### src/rtl/blink_game_ctrl.sv
// Game sequencer for the LED blink game: walks a one-hot light across the
// LED bar on each rising edge of the divided blink clock, judges player
// presses against a target LED and keeps the score that drives the divider.
// Button and start inputs are single-cycle pulses; there is no handshake.
module blink_game_ctrl #(
  parameter int NUM_LEDS    = 16,
  parameter int TARGET_IDX  = 8,
  parameter int MAX_SCORE   = 10,
  parameter int FLASH_TICKS = 4
) (
  input  logic                clk,
  input  logic                rst_n,
  input  logic                sclk,
  input  logic                start,
  input  logic                btn,
  output logic [3:0]          score,
  output logic [NUM_LEDS-1:0] led,
  output logic                playing,
  output logic                win
);

  localparam int PW = $clog2(NUM_LEDS);

  typedef enum logic [2:0] {
    S_IDLE,
    S_RUN,
    S_HIT,
    S_MISS,
    S_WIN
  } state_t;

  state_t        state, nxt_state;
  logic [PW-1:0] pos, nxt_pos;
  logic [3:0]    flash_cnt, nxt_flash;
  logic [3:0]    nxt_score;
  logic [NUM_LEDS-1:0] nxt_led;
  logic          sclk_q;
  logic          tick;

  localparam logic [PW-1:0] LAST_POS   = PW'(NUM_LEDS - 1);
  localparam logic [PW-1:0] TARGET_POS = PW'(TARGET_IDX);
  localparam logic [3:0]    MAX_S      = 4'(MAX_SCORE);
  localparam logic [3:0]    LAST_FLASH = 4'(FLASH_TICKS - 1);

  function automatic logic [NUM_LEDS-1:0] one_hot(input logic [PW-1:0] idx);
    logic [NUM_LEDS-1:0] v;
    v = '0;
    v[idx] = 1'b1;
    return v;
  endfunction

  // One step pulse per rising edge of the blink clock.
  assign tick = sclk & ~sclk_q;

  // Next-state, score, position and LED pattern; LEDs are computed from the
  // next state so the registered bar always matches the registered state.
  always_comb begin
    nxt_state = state;
    nxt_pos   = pos;
    nxt_flash = flash_cnt;
    nxt_score = score;
    nxt_led   = '0;
    case (state)
      S_IDLE: begin
        if (start) begin
          nxt_state = S_RUN;
          nxt_pos   = '0;
          nxt_score = '0;
        end
      end
      S_RUN: begin
        // A press takes priority over a step in the same cycle: the light is
        // judged where the player saw it and does not move.
        if (btn) begin
          nxt_flash = '0;
          if (pos == TARGET_POS) begin
            nxt_score = score + 4'd1;
            nxt_state = (score + 4'd1 == MAX_S) ? S_WIN : S_HIT;
          end else begin
            nxt_score = (score == 4'd0) ? 4'd0 : score - 4'd1;
            nxt_state = S_MISS;
          end
        end else if (tick) begin
          nxt_pos = (pos == LAST_POS) ? '0 : pos + 1'b1;
        end
      end
      S_HIT, S_MISS: begin
        if (tick) begin
          if (flash_cnt == LAST_FLASH) begin
            nxt_state = S_RUN;
            nxt_pos   = '0;
            nxt_flash = '0;
          end else begin
            nxt_flash = flash_cnt + 4'd1;
          end
        end
      end
      S_WIN: begin
        if (start) begin
          nxt_state = S_RUN;
          nxt_pos   = '0;
          nxt_score = '0;
        end
      end
      default: nxt_state = S_IDLE;
    endcase

    case (nxt_state)
      S_RUN:   nxt_led = one_hot(nxt_pos);
      S_HIT:   nxt_led = nxt_flash[0] ? '0 : '1;
      S_MISS:  nxt_led = one_hot(TARGET_POS);
      S_WIN:   nxt_led = '1;
      default: nxt_led = '0;
    endcase
  end

  // Game FSM with all outputs registered alongside the state.
  always_ff @(posedge clk) begin
    if (!rst_n) begin
      state     <= S_IDLE;
      pos       <= '0;
      flash_cnt <= '0;
      score     <= '0;
      led       <= '0;
      playing   <= 1'b0;
      win       <= 1'b0;
      sclk_q    <= 1'b0;
    end else begin
      sclk_q    <= sclk;
      state     <= nxt_state;
      pos       <= nxt_pos;
      flash_cnt <= nxt_flash;
      score     <= nxt_score;
      led       <= nxt_led;
      playing   <= (nxt_state == S_RUN) || (nxt_state == S_HIT) ||
                   (nxt_state == S_MISS);
      win       <= (nxt_state == S_WIN);
    end
  end

endmodule

### config.mk
export PLATFORM = sky130hd
export DESIGN_NAME = blink_game_ctrl
export DESIGN_NICKNAME = d
export VERILOG_FILES = /design/src/rtl/blink_game_ctrl.sv
export SDC_FILE = /design/constraint.sdc
export NUM_CORES = 1
export LEC_CHECK = 0
export CAP_MARGIN = 20
export CORE_MARGIN = 2
export CORE_UTILIZATION = 25
export CTS_BUF_LIST = sky130_fd_sc_hd__clkbuf_4 sky130_fd_sc_hd__clkbuf_8
export DETAILED_ROUTE_END_ITERATION = 10
export HOLD_SLACK_MARGIN = 0.12
export RECOVER_POWER = 100
export SYNTH_ARGS = -nofsm -noshare
export SYNTH_HDL_FRONTEND = slang
export SYNTH_SLANG_ARGS = --single-unit
### constraint.sdc
create_clock -name clk -period 2 [get_ports clk]
set_input_delay 0.4 -clock clk [delete_from_list [all_inputs] [get_ports clk]]
set_output_delay 0.4 -clock clk [all_outputs]
set_load 0.05 [all_outputs]
==> reports/metrics.yaml, run 1 <==
run:
  maxCapViolCount: 0
die:
  die_w_um: 92.11
  ios: 27
  fp.coreArea_um2: 7607
  initial_core_util: 0.2551
  std_cell_rows: 32
  die_area_um2: 8483
  die_h_um: 92.11
critical_path:
  critical_path_class: "reg2reg"
  path_cells: "inv_1, ha_1, and3b_1, and3_4, a32oi_4, o31ai_4, buf_12, a41oi_1, nor2_2"
  cp.arrival_ns: 2.14
  worstSetupStartpoint: "pos[0]$_SDFF_PN0_"
  r2r_start: "pos[0]$_SDFF_PN0_"
  path_buf_inv: 2
  critPathMaxFanout: 15
  cp.required_ns: 2.18
  end_kind: "flip-flop"
  cp-start-kind: "flip-flop"
  cpPeakStageDelay_ns: 0.34
  cp_top_family: "compound AO/OA/AOI/OAI gates"
  critPathSlowestCell: "dfxtp_2"
clocking:
  htreeDepth: 2
  clockBufferDepth: 2
  clk_pin_slew_ns: 0.08
  clockRootBuffer: "clkbuf_8"
  cts_buffers: 5
  clock_sinks: 34
  cts_tree: "done"
  clk_latency_ns: 0.29
  cts_hold_buf: 0
synthesis:
  synth.distinct_cells: 59
  ys.flop_type: "dfxtp_1"
  syn_nets: 218
  synth-edff-count: 0
  synth_top_area_share: 0.3507
  netlist_instances: 206
  yosysWarnings: 0
  synth_sequential_area_ratio: 0.3507
  yosys.area.top_type: "dfxtp_1"
  synthArstFlopShare: 0
  synth.avg_cell_area_um2: 9.420
  synth_area_leaders: "dfxtp_1 35%, ha_1 4.5%, nor2_1 4.1%"
  synth-seq-cells: 34
  synth_area_um2: 1941
finish:
  diodes: 0
  final_common_cell: "buf_4"
  regArea_um2: 690.7
  instances_no_fill: 372
  n_fill_cell: 795
  final_cell_mix: "33 x buf_4, 26 x dfxtp_1, 22 x clkdlybuf4s50_1"
  area_growth_pct: 41.26
  fin_nets: 281
  multi_input_area_um2: 1266
  drive_above_1_share: 0.3111
placement:
  place_hpwl_um: 3443
  gp_congestion: 0.8041
  dp.cells: 359
  portBuffers: 26
sta:
  setup_viol: 0
  hold_viol: 0
  fin_crit_sh: 0.9751
  fmaxAchievable_ghz: 0.5128
  period_minus_slack_ns: 1.950
  rsz0062_at_grt: "yes"
  hold_slack_ns: 0.5580
  relSlewSlack: 0.6092
  maxSlewViolCount: 0
  tightest_slew_ns: 0.5887
  clock_skew_ns: 0.003933
status:
  status: "complete, no violations"
global_route:
  grt_pass1_wl_um: 7810
  grt_pass1_vias: 1685
  use_met2: 0.1949
  use_met1: 0.1447
  grt_overflow: 0
  grt_max_degree: 17
  grt_use_met3: 0.02465
  antenna_found_initial: 0
  track_usage: 0.1154
  top_usage_layer: "met2"
routing:
  vias: 1753
  wire_per_inst_um: 13.32
  drt_iter0_markers: 76
  first_pass_iters: 4
  ant_nets: 0
  viasPerCell: 4.712
  wl_um: 4956
  drcViolationCount: 0
power:
  powerDensity_nw_per_um2: 713.0
  power.leakage_nw: 1.026
  totalPowerFinal_mw: 1.955
  ir_worst_vdd_uv: 368.8
min_path:
  worstHoldStart: "score[1]$_SDFFE_PN0P_"
  hp-class: "reg2reg"
-- timing repair --
| item | 4_1_cts | 5_1_grt |
|---|---|---|
| pin swaps | 4 | 6 |
| endpoints found under the setup margin | 16 | 16 |
| cloned | 0 | 1 |
| setup buffers | 2 | 2 |
| gates resized for setup | 4 | 18 |
-- worst min-delay path, cell delays in order, from the launching register on --
cell and delay, ns:
dfxtp_2 0.35, a21oi_1 0.12, nor2b_1 0.05
-- where the power goes --
part / leakage (nW) / internal [mW] / switching, mW
logic: 0.696 / 0.237 / 0.317
clock network: 0.0504 / 0.371 / 0.282
registers: 0.280 / 0.720 / 0.0274
total: 1.03 / 1.33 / 0.627
-- path summary, 6_finish.rpt --
path / endpoint / slack (ns) / depth (start not counted)
min: score[1]$_SDFFE_PN0P_ / 0.56 / 2
max reg2reg: led[11]$_SDFF_PN0_ / 0.05 / 9
min reg2reg: score[1]$_SDFFE_PN0P_ / 0.56 / 2
max: led[11]$_SDFF_PN0_ / 0.05 / 9
-- layout make-up --
type                            count  share of cell area
Tap cell                          102             0.04655
Clock inverter                      3             0.01643
Clock buffer                        5             0.02510
Sequential cell                    34              0.2519
Timing Repair Buffer               62              0.1899
Inverter                            6            0.008215
Multi-Input combinational cell    160              0.4619
-- Yosys cell counts (4+ instances only) --
| library cell | number |
|---|---|
| ha_1 | 7 |
| inv_1 | 6 |
| nor2b_1 | 7 |
| dfxtp_1 | 34 |
| nand3_1 | 5 |
| nand2_1 | 11 |
| nor3b_2 | 4 |
| a41oi_1 | 4 |
| and2_1 | 9 |
| a31oi_1 | 12 |
| o21ai_0 | 4 |
| nor2_1 | 21 |
| a21oi_1 | 9 |
| nand2b_1 | 6 |
-- per-layer routing --
layer / routed length, µm / vias to the layer above
li1: - / 885
met1: 2374 / 839
met2: 2392 / 21
met3: 123 / 8
met4: 67 / 0
met5: 0 / -
-- stage by stage --
| stage | TNS [ns] | util | instance area (µm²) | setup WS, ns |
|---|---|---|---|---|
| after global routing | -0.3359 | 0.3604 | 2741 | -0.03635 |
| after CTS | 0 | 0.3497 | 2660 | 0.003840 |
| after floorplan | 0 | - | 1944 | 0.005433 |
| final | 0 | 0.3604 | 2741 | 0.04988 |
| after detailed placement | -7.780 | 0.3303 | 2512 | -0.4567 |
| after global placement | -7.267 | 0.3303 | 2512 | -0.4249 |
-- flip-flops by register name, indices dropped and copies added (netlist names) --
register and flops:
flash_cnt 4, state 3, pos 4, playing 1
win 1, sclk_q 1, led 16, score 4
-- logic make-up (layout without fill, tap and decap cells) --
family,after synthesis,count (layout),share of synthesized area
buffers and inverters,13,76,0.03997
adder cells (fa/ha/maj),7,7,0.04513
AO/OA/AOI/OAI,58,59,0.2502
AND/OR/NAND/NOR,90,90,0.2947
flip-flops,34,34,0.3507
XOR/XNOR,3,3,0.01354
multiplexers,1,1,0.005802
Power figures use the tool's default switching activity.
==> run 2: changes to the inputs <==
--- a/config.mk
+++ b/config.mk
@@ -11,7 +11,6 @@
 export CTS_BUF_LIST = sky130_fd_sc_hd__clkbuf_4 sky130_fd_sc_hd__clkbuf_8
 export DETAILED_ROUTE_END_ITERATION = 10
 export HOLD_SLACK_MARGIN = 0.12
-export RECOVER_POWER = 100
 export SYNTH_ARGS = -nofsm -noshare
 export SYNTH_HDL_FRONTEND = slang
 export SYNTH_SLANG_ARGS = --single-unit
==> reports/metrics.yaml, run 2 (synthesized netlist as in run 1, its figures left out) <==
finish:
  final_common_cell: "buf_4"
  fin_nets: 281
  drive_above_1_share: 0.3259
  final_cell_mix: "37 x buf_4, 26 x dfxtp_1, 22 x clkdlybuf4s50_1"
  regMostFlops: "led"
  largest_register_ffs: 16
  diodes: 0
  area_growth_pct: 42.04
  stdcell_area_um2: 2756
  instances_no_fill: 372
critical_path:
  critPathMaxFanout: 15
  critical_path_class: "reg2reg"
  end_kind: "flip-flop"
  cpPeakStageDelay_ns: 0.34
  cp-start-kind: "flip-flop"
  cp.required_ns: 2.18
  path_cells: "inv_1, ha_1, and3b_1, and3_4, a32oi_4, o31ai_4, buf_12, a41oi_1, nor2_2"
  cp.arrival_ns: 2.13
  critPathSlowestCell: "dfxtp_2"
global_route:
  track_usage: 0.1154
  grt_max_degree: 17
  top_usage_layer: "met2"
  antenna_found_initial: 0
  grt_overflow: 0
  use_met1: 0.1447
  grt_use_met3: 0.02465
  use_met2: 0.1949
  grt_pass1_wl_um: 7810
  grt_pass1_vias: 1685
placement:
  gp_congestion: 0.8041
  place_hpwl_um: 3443
  dp.cells: 359
  portBuffers: 26
  place_area_um2: 2512
clocking:
  cts_tree: "done"
  clockBufferDepth: 2
  clk_pin_slew_ns: 0.08
  cts_hold_buf: 0
  clockRootBuffer: "clkbuf_8"
  clk_latency_ns: 0.29
  clock_sinks: 34
  htreeDepth: 2
  cts_buffers: 5
sta:
  maxSlewViolCount: 0
  relSlewSlack: 0.6638
  period_minus_slack_ns: 1.950
  tightest_slew_ns: 0.5027
  setup_viol: 0
  fin_crit_sh: 0.9748
  clock_skew_ns: 0.004117
  rsz0062_at_grt: "yes"
  hold_viol: 0
  fmaxAchievable_ghz: 0.5129
die:
  ios: 27
  initial_core_util: 0.2551
  die_h_um: 92.11
  std_cell_rows: 32
  die_w_um: 92.11
  die_area_um2: 8483
  fp.coreArea_um2: 7607
status:
  status: "complete, no violations"
run:
  maxCapViolCount: 0
routing:
  drt_iter0_markers: 72
  wire_per_inst_um: 13.24
  vias: 1758
  viasPerCell: 4.726
  wl_um: 4927
  ant_nets: 0
  drcViolationCount: 0
  first_pass_iters: 4
power:
  ir_worst_vdd_uv: 368.5
  power.leakage_nw: 1.043
  powerDensity_nw_per_um2: 709.0
min_path:
  hp-class: "reg2reg"
run 2: critical path, delay by kind of cell (launching register included):
kind	cells	cell delay [ns]
simple gates	3	0.46
fa+ha+maj	1	0.21
compound gates	3	0.59
flops	1	0.34
buf+inv	2	0.22
run 2: metrics by stage:
stage          power, mW  utilization  setup slack (ns)  hold slack, ns  TNS [ns]
4_1_cts            1.932       0.3497          0.003840          0.5632         0
3_3_place_gp       1.263       0.3303           -0.4249          0.5494    -7.267
2_1_floorplan      1.108            -          0.005433          0.4923         0
5_1_grt            2.046       0.3623          -0.03635          0.6033   -0.3359
3_5_place_dp       1.262       0.3303           -0.4567          0.5526    -7.780
6_report           1.954       0.3623           0.05032          0.5575         0
run 2: worst paths after layout:
kind / from / slack, ns / to / depth (start not counted)
max reg2reg: pos[0]$_SDFF_PN0_ / 0.05 / led[11]$_SDFF_PN0_ / 9
min reg2reg: score[1]$_SDFFE_PN0P_ / 0.56 / score[1]$_SDFFE_PN0P_ / 2
max: pos[0]$_SDFF_PN0_ / 0.05 / led[11]$_SDFF_PN0_ / 9
min: score[1]$_SDFFE_PN0P_ / 0.56 / score[1]$_SDFFE_PN0P_ / 2
run 2: routing by layer:
layer | vias to the layer above | routed length (µm)
li1 | 886 | -
met1 | 835 | 2308
met2 | 29 | 2410
met3 | 8 | 140
met4 | 0 | 67
met5 | - | 0
run 2: layout make-up:
cell class | instances | area, µm²
Fill cell | 791 | 4851
Sequential cell | 34 | 690.7
Clock inverter | 3 | 45.04
Clock buffer | 5 | 68.82
Multi-Input combinational cell | 160 | 1266
Timing Repair Buffer | 62 | 535.5
Tap cell | 102 | 127.6
Inverter | 6 | 22.52
run 2: where the power goes:
part	switching [mW]	total, mW	internal (mW)	leakage (nW)
clock network	0.282	0.653	0.371	0.0504
logic	0.316	0.555	0.239	0.712
registers	0.0266	0.747	0.720	0.280
run 2: timing repair:
item | CTS | global route
buffers inserted | 2 | 2
cloned | 0 | 1
resized for setup | 4 | 18
pin swaps | 4 | 6
setup endpoints to repair | 16 | 16
